### src/rtl/vec_addr_gen_mc_if.sv
// Bundle of the issue-side and register-file-side signals for vec_addr_gen_mc.
//   master : issue stage (drives en/abort/stall/operands, observes beats)
//   slave  : the address generator itself
// Handshake: a start is taken on a rising clk edge when en & ready & ~abort;
// a presented beat (valid=1) is consumed on an edge where stall=0, and while
// stall=1 every beat output holds its value.
// dbg_state exposes the generator FSM state (0=IDLE, 1=RUN).
interface vec_addr_gen_mc_if #(
  parameter int NUM_CH     = 3,
  parameter int ADDR_WIDTH = 5,
  parameter int OFF_WIDTH  = 8
);
  logic                         en;
  logic                         ready;
  logic                         abort;
  logic                         stall;
  logic [NUM_CH*ADDR_WIDTH-1:0] addr_in;
  logic [NUM_CH-1:0]            ch_en;
  logic [2:0]                   max_reg_in;
  logic [OFF_WIDTH-1:0]         max_off_in;
  logic                         whole_reg;
  logic [1:0]                   whole_nr;
  logic [NUM_CH*ADDR_WIDTH-1:0] addr_out;
  logic [OFF_WIDTH-1:0]         off_out;
  logic [NUM_CH-1:0]            ch_valid;
  logic                         valid;
  logic                         addr_start;
  logic                         addr_end;
  logic                         idle;
  logic [0:0]                   dbg_state;

  modport master (
    output en, abort, stall, addr_in, ch_en, max_reg_in, max_off_in,
           whole_reg, whole_nr,
    input  ready, addr_out, off_out, ch_valid, valid, addr_start, addr_end,
           idle, dbg_state
  );

  modport slave (
    input  en, abort, stall, addr_in, ch_en, max_reg_in, max_off_in,
           whole_reg, whole_nr,
    output ready, addr_out, off_out, ch_valid, valid, addr_start, addr_end,
           idle, dbg_state
  );
endinterface

### src/rtl/vec_addr_gen_mc.sv
// Multi-channel vector register address generator.
// Walks one (register, offset) beat sequence and presents, in lock-step, the
// register address for up to NUM_CH operand groups (e.g. vs1, vs2, vd).
// Ports:
//   clk, rst : clock, asynchronous active-high reset
//   bus      : vec_addr_gen_mc_if slave modport (start/abort/stall inputs,
//              per-channel bases and enables, group limits; beat outputs
//              addr_out/off_out/ch_valid/valid/addr_start/addr_end, plus
//              ready, idle and dbg_state)
module vec_addr_gen_mc #(
  parameter int VLEN       = 16384,
  parameter int DATA_WIDTH = 64,
  parameter int ADDR_WIDTH = 5,
  parameter int OFF_WIDTH  = 8,
  parameter int NUM_CH     = 3
) (
  input  logic                clk,
  input  logic                rst,
  vec_addr_gen_mc_if.slave    bus
);

  localparam int                   OFF_MAX   = VLEN / DATA_WIDTH - 1;
  localparam logic [OFF_WIDTH-1:0] OFF_MAX_V = OFF_WIDTH'(OFF_MAX);

  localparam logic [0:0] S_IDLE = 1'b0;
  localparam logic [0:0] S_RUN  = 1'b1;

  logic [0:0]                   state_q,    state_d;
  logic                         valid_q,    valid_d;
  logic                         start_q,    start_d;
  logic                         end_q,      end_d;
  logic [2:0]                   reg_q,      reg_d;
  logic [OFF_WIDTH-1:0]         off_q,      off_d;
  logic [2:0]                   max_reg_q,  max_reg_d;
  logic [OFF_WIDTH-1:0]         max_off_q,  max_off_d;
  logic [NUM_CH*ADDR_WIDTH-1:0] base_q,     base_d;
  logic [NUM_CH-1:0]            ch_en_q,    ch_en_d;
  logic [NUM_CH*ADDR_WIDTH-1:0] addr_q,     addr_d;
  logic [NUM_CH-1:0]            ch_valid_q, ch_valid_d;

  logic                 ready;
  logic                 accept;
  logic                 consume;
  logic [2:0]           nxt_reg;
  logic [OFF_WIDTH-1:0] nxt_off;

  always_comb begin
    // Ready also while the final beat is leaving, so ops chain without a bubble.
    ready   = (state_q == S_IDLE) | (valid_q & end_q & ~bus.stall);
    accept  = bus.en & ready & ~bus.abort;
    consume = valid_q & ~bus.stall;

    if (off_q == max_off_q) begin
      nxt_off = '0;
      nxt_reg = reg_q + 3'd1;
    end else begin
      nxt_off = off_q + OFF_WIDTH'(1);
      nxt_reg = reg_q;
    end

    state_d   = state_q;
    valid_d   = valid_q;
    start_d   = start_q;
    end_d     = end_q;
    reg_d     = reg_q;
    off_d     = off_q;
    max_reg_d = max_reg_q;
    max_off_d = max_off_q;
    base_d    = base_q;
    ch_en_d   = ch_en_q;

    if (bus.abort || (consume && end_q && !accept)) begin
      // Abort wins over en; finishing the last beat without a follow-on op
      // also returns to idle.
      state_d = S_IDLE;
      valid_d = 1'b0;
      start_d = 1'b0;
      end_d   = 1'b0;
      reg_d   = '0;
      off_d   = '0;
    end else if (accept) begin
      state_d   = S_RUN;
      valid_d   = 1'b1;
      start_d   = 1'b1;
      reg_d     = '0;
      off_d     = '0;
      base_d    = bus.addr_in;
      ch_en_d   = bus.ch_en;
      max_reg_d = bus.whole_reg ? 3'((4'd1 << bus.whole_nr) - 4'd1) : bus.max_reg_in;
      max_off_d = bus.whole_reg ? OFF_MAX_V : bus.max_off_in;
      end_d     = (max_reg_d == 3'd0) && (max_off_d == '0);
    end else if (consume) begin
      start_d = 1'b0;
      reg_d   = nxt_reg;
      off_d   = nxt_off;
      end_d   = (nxt_reg == max_reg_q) && (nxt_off == max_off_q);
    end

    // Addresses follow the next beat position; held naturally while stalled.
    for (int c = 0; c < NUM_CH; c++) begin
      if (valid_d && ch_en_d[c]) begin
        addr_d[c*ADDR_WIDTH +: ADDR_WIDTH] =
          base_d[c*ADDR_WIDTH +: ADDR_WIDTH] + ADDR_WIDTH'(reg_d);
      end else begin
        addr_d[c*ADDR_WIDTH +: ADDR_WIDTH] = '0;
      end
    end
    ch_valid_d = valid_d ? ch_en_d : '0;
  end

  always_ff @(posedge clk or posedge rst) begin
    if (rst) begin
      state_q    <= S_IDLE;
      valid_q    <= 1'b0;
      start_q    <= 1'b0;
      end_q      <= 1'b0;
      reg_q      <= '0;
      off_q      <= '0;
      max_reg_q  <= '0;
      max_off_q  <= '0;
      base_q     <= '0;
      ch_en_q    <= '0;
      addr_q     <= '0;
      ch_valid_q <= '0;
    end else begin
      state_q    <= state_d;
      valid_q    <= valid_d;
      start_q    <= start_d;
      end_q      <= end_d;
      reg_q      <= reg_d;
      off_q      <= off_d;
      max_reg_q  <= max_reg_d;
      max_off_q  <= max_off_d;
      base_q     <= base_d;
      ch_en_q    <= ch_en_d;
      addr_q     <= addr_d;
      ch_valid_q <= ch_valid_d;
    end
  end

  assign bus.ready      = ready;
  assign bus.idle       = (state_q == S_IDLE) & ~accept;
  assign bus.valid      = valid_q;
  assign bus.addr_start = start_q;
  assign bus.addr_end   = end_q;
  assign bus.off_out    = off_q;
  assign bus.addr_out   = addr_q;
  assign bus.ch_valid   = ch_valid_q;
  assign bus.dbg_state  = state_q;

endmodule
### src/flat_wrapper.sv
// flat-port wrapper written by rule: the top's interface ports become plain ports
module vec_addr_gen_mc_flat 
#(
  parameter int VLEN       = 16384,
  parameter int DATA_WIDTH = 64,
  parameter int ADDR_WIDTH = 5,
  parameter int OFF_WIDTH  = 8,
  parameter int NUM_CH     = 3
)
  (clk, rst, bus_en, bus_abort, bus_stall, bus_addr_in, bus_ch_en, bus_max_reg_in, bus_max_off_in, bus_whole_reg, bus_whole_nr, bus_ready, bus_addr_out, bus_off_out, bus_ch_valid, bus_valid, bus_addr_start, bus_addr_end, bus_idle, bus_dbg_state);
  vec_addr_gen_mc_if #(.NUM_CH(NUM_CH), .ADDR_WIDTH(ADDR_WIDTH), .OFF_WIDTH(OFF_WIDTH)) bus_i ();
  input  logic clk;
  input  logic rst;
  input wire logic [$bits(bus_i.en)-1:0] bus_en;
  input wire logic [$bits(bus_i.abort)-1:0] bus_abort;
  input wire logic [$bits(bus_i.stall)-1:0] bus_stall;
  input wire logic [$bits(bus_i.addr_in)-1:0] bus_addr_in;
  input wire logic [$bits(bus_i.ch_en)-1:0] bus_ch_en;
  input wire logic [$bits(bus_i.max_reg_in)-1:0] bus_max_reg_in;
  input wire logic [$bits(bus_i.max_off_in)-1:0] bus_max_off_in;
  input wire logic [$bits(bus_i.whole_reg)-1:0] bus_whole_reg;
  input wire logic [$bits(bus_i.whole_nr)-1:0] bus_whole_nr;
  output wire logic [$bits(bus_i.ready)-1:0] bus_ready;
  output wire logic [$bits(bus_i.addr_out)-1:0] bus_addr_out;
  output wire logic [$bits(bus_i.off_out)-1:0] bus_off_out;
  output wire logic [$bits(bus_i.ch_valid)-1:0] bus_ch_valid;
  output wire logic [$bits(bus_i.valid)-1:0] bus_valid;
  output wire logic [$bits(bus_i.addr_start)-1:0] bus_addr_start;
  output wire logic [$bits(bus_i.addr_end)-1:0] bus_addr_end;
  output wire logic [$bits(bus_i.idle)-1:0] bus_idle;
  output wire logic [$bits(bus_i.dbg_state)-1:0] bus_dbg_state;
  assign bus_i.en = bus_en;
  assign bus_i.abort = bus_abort;
  assign bus_i.stall = bus_stall;
  assign bus_i.addr_in = bus_addr_in;
  assign bus_i.ch_en = bus_ch_en;
  assign bus_i.max_reg_in = bus_max_reg_in;
  assign bus_i.max_off_in = bus_max_off_in;
  assign bus_i.whole_reg = bus_whole_reg;
  assign bus_i.whole_nr = bus_whole_nr;
  assign bus_ready = bus_i.ready;
  assign bus_addr_out = bus_i.addr_out;
  assign bus_off_out = bus_i.off_out;
  assign bus_ch_valid = bus_i.ch_valid;
  assign bus_valid = bus_i.valid;
  assign bus_addr_start = bus_i.addr_start;
  assign bus_addr_end = bus_i.addr_end;
  assign bus_idle = bus_i.idle;
  assign bus_dbg_state = bus_i.dbg_state;
  vec_addr_gen_mc #(.VLEN(VLEN), .DATA_WIDTH(DATA_WIDTH), .ADDR_WIDTH(ADDR_WIDTH), .OFF_WIDTH(OFF_WIDTH), .NUM_CH(NUM_CH)) u_core (.clk(clk), .rst(rst), .bus(bus_i));
endmodule
### config.mk
export PLATFORM = sky130hd
export DESIGN_NAME = vec_addr_gen_mc_flat
export DESIGN_NICKNAME = d
export VERILOG_FILES = /design/src/rtl/vec_addr_gen_mc_if.sv /design/src/rtl/vec_addr_gen_mc.sv /design/src/flat_wrapper.sv
export SDC_FILE = /design/constraint.sdc
export NUM_CORES = 1
export LEC_CHECK = 0
export ABC_AREA = 1
export BUFFER_PORTS_ARGS = -buffer_cell sky130_fd_sc_hd__buf_2
export CAP_MARGIN = 0
export CORE_MARGIN = 5
export CORE_UTILIZATION = 35
export DETAILED_ROUTE_END_ITERATION = 10
export MAX_ROUTING_LAYER = met4
export PLACE_DENSITY_LB_ADDON = 0.2
export REMOVE_ABC_BUFFERS = 1
export SLEW_MARGIN = 20
export SYNTH_ARGS = -nofsm -noshare
export SYNTH_HDL_FRONTEND = slang
export SYNTH_SLANG_ARGS = --single-unit
### constraint.sdc
create_clock -name clk -period 6.5 [get_ports clk]
set_clock_uncertainty 0.05 [all_clocks]
set_input_delay 0 -clock clk [delete_from_list [all_inputs] [get_ports clk]]
set_output_delay 0 -clock clk [all_outputs]
set_load 0.01 [all_outputs]
=== Word level (Yosys, flattened, before mapping) ===
Cells that the tools add are included.

* Register bits after elaboration: 62
* Output and inout port bits: 32
* Bits of input ports: 37
* Word-level logic and storage cells: 76

* Shifts and indexed selects: 1
* Reduce and logical (&&, ||, !) cells: 14
* Bitwise gates (word level): 12
* Add/subtract/negate cells: 6
* Equal/unequal tests: 3
* Muxes and demuxes: 28

{| class="wikitable"
|+ Operators with widths
! kind !! count
|-
| 8-bit two-way mux || 5
|-
| 15-bit two-way mux || 2
|-
| 3-bit two-way mux || 8
|-
| 8-bit equality test || 2
|-
| 5-bit by 3-bit adder with 5-bit output || 3
|-
| 5-bit two-way mux || 3
|-
| 1-bit two-way mux || 10
|-
| 8-bit by 1-bit adder with 8-bit output (second input constant) || 1
|-
| 8-bit logical NOT || 1
|-
| 1-bit logical AND || 7
|-
| 1-bit AND || 6
|-
| 1-bit NOT || 5
|-
| 3-bit by 1-bit adder with 3-bit output (second input constant) || 1
|-
| 3-bit equality test || 1
|-
| 3-bit logical NOT || 1
|-
| 3-bit nonzero test || 1
|-
| 1-bit by 2-bit << shifter with 3-bit output (first input constant) || 1
|-
| 3-bit by 1-bit subtractor with 3-bit output (second input constant) || 1
|-
| 2-bit AND reduction || 1
|-
| 2-bit nonzero test || 1
|-
| 1-bit logical NOT || 1
|-
| 1-bit logical OR || 1
|-
| 1-bit bitwise OR || 1
|}

=== Logic depth before layout (Yosys ltp) ===
* Depth in word-level cells: 11
* Gate-level depth with buffers: 16
* Depth with buffers taken out: 15

=== Worst setup path after synthesis ===
Ideal clock, no wire load.

* Path kind: register to register
* Start point: register u_core.valid_q, in the netlist u_core.bus.valid
* End point: register u_core.addr_q[14], in the netlist u_core.bus.addr_out[14]
* Arrival: 2.317 ns
* Path buffers: 3
* Clock period less this slack: 2.486 ns
* Path slack: 4.014 ns
* Data required time: 6.331 ns
* Library setup time: 0.119 ns
* Stages on the path, launching flop included: 17
* Path through: dfrtp_1 inv_2 nor2_4 nand2_2 nand2_2 nand3_4 buf_4 buf_2 clkbuf_1 nand2_1 nand2_1 ha_1 fa_1 nand4_1 nand3_1 nand2_1 nor2_1

* Word-level cells in the longest chain between the ends: 11
* Elaborated cells on any way between the ends: 22
* Classes of those cells: 1 x add/sub; 10 x mux; 6 x bitwise; 5 x reduce/logical

{| class="wikitable"
|+ RTL lines
! what !! line !! text
|-
| start: declaration || vec_addr_gen_mc.sv:29 || <nowiki>logic valid_q, valid_d;</nowiki>
|-
| start signal: assignment || vec_addr_gen_mc.sv:127 || <nowiki>valid_q <= valid_d;</nowiki>
|-
| 1-bit AND (*) (2 in series) || vec_addr_gen_mc.sv:49 || <nowiki>ready = (state_q == S_IDLE) | (valid_q & end_q & ~bus.stall);</nowiki>
|-
| 1-bit bitwise OR (*) || vec_addr_gen_mc.sv:49 ||
|-
| named net bus_ready || flat_wrapper.sv:23 || <nowiki>output wire logic [$bits(bus_i.ready)-1:0] bus_ready;</nowiki>
|-
| 1-bit AND (*) (2 in series) || vec_addr_gen_mc.sv:50 || <nowiki>accept = bus.en & ready & ~bus.abort;</nowiki>
|-
| 1-bit logical NOT || vec_addr_gen_mc.sv:72 || <nowiki>if (bus.abort || (consume && end_q && !accept)) begin</nowiki>
|-
| 1-bit logical AND || vec_addr_gen_mc.sv:72 ||
|-
| 1-bit logical OR || vec_addr_gen_mc.sv:72 ||
|-
| 15-bit two-way mux (*) || vec_addr_gen_mc.sv:72 ||
|-
| named net u_core.base_d[10] || vec_addr_gen_mc.sv:36 || <nowiki>logic [NUM_CH*ADDR_WIDTH-1:0] base_q, base_d;</nowiki>
|-
| 5-bit by 3-bit adder with 5-bit output (*) || vec_addr_gen_mc.sv:103 || <nowiki>base_d[c*ADDR_WIDTH +: ADDR_WIDTH] + ADDR_WIDTH'(reg_d);</nowiki>
|-
| 5-bit two-way mux (*) || vec_addr_gen_mc.sv:101 || <nowiki>if (valid_d && ch_en_d[c]) begin</nowiki>
|-
| named net u_core.addr_d[14] || vec_addr_gen_mc.sv:38 || <nowiki>logic [NUM_CH*ADDR_WIDTH-1:0] addr_q, addr_d;</nowiki>
|-
| end signal: assignment || vec_addr_gen_mc.sv:136 || <nowiki>addr_q <= addr_d;</nowiki>
|-
| end: declaration || vec_addr_gen_mc.sv:38 ||
|}

The timed path passes the listed nets; every way through them passes the cells marked *.
A chain may end at the register's enable or synchronous reset.

=== Final worst setup path ===
* Start point: register u_core.valid_q, in the netlist u_core.bus.valid
* End point: register u_core.addr_q[14], in the netlist u_core.bus.addr_out[14]

* Word-level cells in the longest chain between the ends: 11
* Elaborated cells on any way between the ends: 22
* Classes of those cells: 1 x add/sub; 10 x mux; 6 x bitwise; 5 x reduce/logical

{| class="wikitable"
|+ RTL lines
! what !! line !! text
|-
| 1-bit AND (2 in series) || vec_addr_gen_mc.sv:49 ||
|-
| 1-bit bitwise OR || vec_addr_gen_mc.sv:49 ||
|-
| 1-bit AND (2 in series) || vec_addr_gen_mc.sv:50 ||
|-
| 1-bit logical NOT || vec_addr_gen_mc.sv:72 ||
|-
| 1-bit logical AND || vec_addr_gen_mc.sv:72 ||
|-
| 1-bit logical OR || vec_addr_gen_mc.sv:72 ||
|-
| 3-bit two-way mux (*) || vec_addr_gen_mc.sv:72 ||
|-
| named net u_core.reg_d[0] || vec_addr_gen_mc.sv:32 || <nowiki>logic [2:0] reg_q, reg_d;</nowiki>
|-
| 5-bit by 3-bit adder with 5-bit output (*) || vec_addr_gen_mc.sv:103 ||
|-
| 5-bit two-way mux (*) || vec_addr_gen_mc.sv:101 ||
|-
| named net u_core.addr_d[14] || vec_addr_gen_mc.sv:38 ||
|}

Marks and branches as above.

==> metrics <==
cell area after synthesis 3390 µm²; nature of the critical path endpoint flip-flop; number of global-route vias before repair 3056; initial detailed-routing violation count 109; Skew-Pair Late Insertion Delay 340 ps; last weighted congestion value of the routability-driven placer 0.905; Relative slew margins 37.2%; Setup Crit Path Kind reg2reg; most used cells in the layout excluding fill and tap cells 105 x sky130_fd_sc_hd__nand2_1, 68 x sky130_fd_sc_hd__buf_2, 62 x sky130_fd_sc_hd__dfrtp_1; cell count after synthesis 424; path class of the lowest-slack min-delay path in2reg; ANT nets after route 0; final critical-path share of the clock period 46.8%; core outline area 9590 µm²; Cell Chain, Critical Path inv_2 > nor2_4 > nand2_2 > o211ai_1 > nor2_1 > inv_1 > o21ai_0 > ha_1 > fa_1 > nand4_1 > a21oi_1 > nor2_1; Avg Cell Area, Syn 7.99 µm²; total number of placement rows 36; number of iterations in the first detailed-routing pass 6; status complete, no violations; clock buffer count from CTS 9; area after detailed placement 3840 µm²; kind of start point of the critical path flip-flop; aggregate global routing overflow 0; Switching Fraction 28.7%; DPL Wire Length 6120 µm; Gate power share 18.3%; total track usage 16.3%; clock tree from TritonCTS done; detailed-route wire length 8630 µm; wire length of the first global-routing pass 14400 µm; reported max-cap violation count 0; number of synthesized register bits 62; CP peak stage delay 750 ps; Die H 108 µm; effective utilization at floorplan 35.3%; sequential share of power 41.9%; Critical Path Fanout Max 11; R2R Setup Slk 3460 ps; commonest non-fill, non-tap cell in the layout sky130_fd_sc_hd__nand2_1; final net count 574; worst slack at placement 3470 ps; most numerous cell on the critical path sky130_fd_sc_hd__nor2_1; Hold Fails Final Rpt 0; number of H-tree levels 3; Lkg Pwr 2.30 nW; fraction of final layout cells with drive strength greater than 1 22.2%; largest net degree at the start of global routing 63; final worst path period need 3040 ps; CTS Root Buffer Type sky130_fd_sc_hd__clkbuf_8; synth-to-layout area growth 29.1%; sw power 0.306 mW; Clk network pwr share 39.8%; post-layout worst setup margin 3460 ps; total I/O pin count 69; Die Wd 108 µm; Data arrival, critical path 3230 ps; peak supply drop 128 µV; cell-internal power 0.762 mW; data required time of the worst path 6680 ps; achievable clock frequency 328 MHz; setup repair after global routing missed its margin no; Syn. warnings 0; post-route standard cell area excluding fillers 4380 µm²; post-detailed-route via-to-cell ratio 4.61; Clock Sinks 62; maximum number of buffers from clock root to sink 2; cell with the largest stage delay on the worst path sky130_fd_sc_hd__o21ai_0; number of max-slew violations in the final report 0; area of the die 11700 µm²; average wire per cell in the routed design 13.1 µm; register clock-pin slew on the reported worst setup and hold paths 80 ps; setup_tns 0 ps; utilization of the core after routing 45.6%; Unique masters post-synth 34; buffers inserted by post-CTS timing repair 0; slew of the pin with the lowest slew margin 942 ps; Setup-failing EPs final 0; power density over cell area 244 nW/µm²; total inserted antenna cells 0; count of vias placed by the detailed router 3048; Port Buffers 68; number of antenna violations at the first check in global routing 0; portion of the post-synthesis area used by sequential elements 45.8%; final routed DRC violation total 0
[routing by layer]
layer	vias to the layer above	track usage, %	share of wire (%)
li1	1555	-	-
met1	1406	20.7	47
met2	68	25.5	47
met3	19	3.22	4.0
met4	0	6.58	2.3
met5	-	-	0
[per-stage QoR]
| step | hold slack, ps | power, mW | cells |
|---|---|---|---|
| after CTS | 2.14 | 1.08 | 661 |
| after floorplan | 13.1 | 0.576 | 414 |
| after detailed placement | 135 | 0.639 | 616 |
| final | 13.1 | 1.07 | 661 |
| after global placement | 122 | 0.636 | 616 |
| after global routing | 20.3 | 1.13 | 661 |
[Yosys cell counts]
cell type | instances | area share, %
sky130_fd_sc_hd__nand3_1 | 31 | 4.6
sky130_fd_sc_hd__buf_6 | 1 | 0.33
sky130_fd_sc_hd__nor4_1 | 2 | 0.37
sky130_fd_sc_hd__buf_4 | 1 | 0.22
sky130_fd_sc_hd__nor3_1 | 1 | 0.15
sky130_fd_sc_hd__o211ai_1 | 1 | 0.22
sky130_fd_sc_hd__nor2_4 | 2 | 0.66
sky130_fd_sc_hd__dfrtp_1 | 62 | 46
sky130_fd_sc_hd__o21ai_0 | 29 | 4.3
sky130_fd_sc_hd__clkbuf_1 | 5 | 0.55
sky130_fd_sc_hd__nor2_1 | 30 | 3.3
sky130_fd_sc_hd__nand3b_1 | 2 | 0.44
sky130_fd_sc_hd__a21boi_0 | 1 | 0.22
sky130_fd_sc_hd__o22ai_1 | 7 | 1.3
sky130_fd_sc_hd__o21a_1 | 1 | 0.22
sky130_fd_sc_hd__fa_1 | 3 | 1.8
sky130_fd_sc_hd__nand2_2 | 5 | 0.92
sky130_fd_sc_hd__buf_2 | 2 | 0.30
sky130_fd_sc_hd__nand3_2 | 3 | 0.89
sky130_fd_sc_hd__xor2_1 | 4 | 1.0
sky130_fd_sc_hd__nor2_2 | 4 | 0.74
sky130_fd_sc_hd__a21oi_1 | 13 | 1.9
sky130_fd_sc_hd__inv_2 | 6 | 0.66
sky130_fd_sc_hd__o21ai_1 | 8 | 1.2
sky130_fd_sc_hd__nand3b_2 | 1 | 0.33
sky130_fd_sc_hd__nand2_1 | 105 | 12
sky130_fd_sc_hd__nand3_4 | 1 | 0.52
sky130_fd_sc_hd__xnor2_1 | 4 | 1.0
sky130_fd_sc_hd__buf_8 | 1 | 0.44
sky130_fd_sc_hd__nand4_1 | 8 | 1.5
sky130_fd_sc_hd__ha_1 | 11 | 4.1
sky130_fd_sc_hd__inv_1 | 59 | 6.5
sky130_fd_sc_hd__o31ai_1 | 1 | 0.22
sky130_fd_sc_hd__or2_2 | 9 | 1.7
[timing repair]
action                                 CTS  global route
gates resized for setup                  0             0
endpoints found under the hold margin   89             0
hold buffers                            29             0
[worst paths after layout]
check,start,end,depth (start not counted)
min in group asynchronous,rst,u_core.max_off_q[0]$_DFFE_PP0P_,4
worst max-delay path,u_core.bus.valid$_DFF_PP0_,u_core.bus.addr_out[14]$_DFF_PP0_,12
max in group asynchronous,rst,u_core.bus.addr_out[13]$_DFF_PP0_,4
worst min-delay path,bus_max_reg_in[2],u_core.max_reg_q[2]$_DFFE_PP0P_,5
worst max register to register,u_core.bus.valid$_DFF_PP0_,u_core.bus.addr_out[14]$_DFF_PP0_,12
worst min register to register,u_core.base_q[10]$_DFF_PP0_,u_core.base_q[10]$_DFF_PP0_,2
[kinds of logic (layout without fill, tap and decap cells)]
group	Yosys count	in the layout	synth area share [%]
AO/OA/AOI/OAI	61	61	9.56
flip-flops	62	62	45.8
buffers and inverters	75	179	9.05
XOR/XNOR	8	8	2.07
adder cells (fa/ha/maj)	14	14	5.83
AND/OR/NAND/NOR	204	204	27.7
[cell type report]
| cell class | count | area (µm²) |
|---|---|---|
| flip-flops and latches | 62 | 1550 |
| fillers | 987 | 5220 |
| multi-input cells | 287 | 1530 |
| well taps | 133 | 166 |
| clock inverters | 7 | 121 |
| inverters | 65 | 244 |
| repair buffers | 98 | 638 |
| clock buffers | 9 | 124 |
[registers in the layout, summed over array words and instances (netlist names)]
register / flops
u_core.bus.addr_out: 15
u_core.bus.addr_start: 1
u_core.bus.valid: 1
u_core.bus.dbg_state: 1
u_core.ch_en_q: 3
u_core.reg_q: 3
u_core.bus.off_out: 8
u_core.bus.addr_end: 1
u_core.bus.ch_valid: 3
u_core.max_off_q: 8
u_core.max_reg_q: 3
u_core.base_q: 15
[power groups by stage]
stage                     sequential [mW]  clock, mW  combinational (mW)
final                               0.448      0.425               0.196
after global routing                0.453      0.451               0.227
after CTS                           0.448      0.436               0.199
after detailed placement            0.455          0               0.185
after global placement              0.454          0               0.182
after floorplan                     0.456          0               0.120
[critical path, delay by kind of cell (launching register included)]
kind                       cells  cell delay (ps)
AOI/OAI and AO/OA              3             1030
adders and majority gates      2              540
buffers and inverters          2              340
DFF                            1              400
and+or+nand+nor                5              560
No activity file was read; power rests on OpenSTA's default activity.
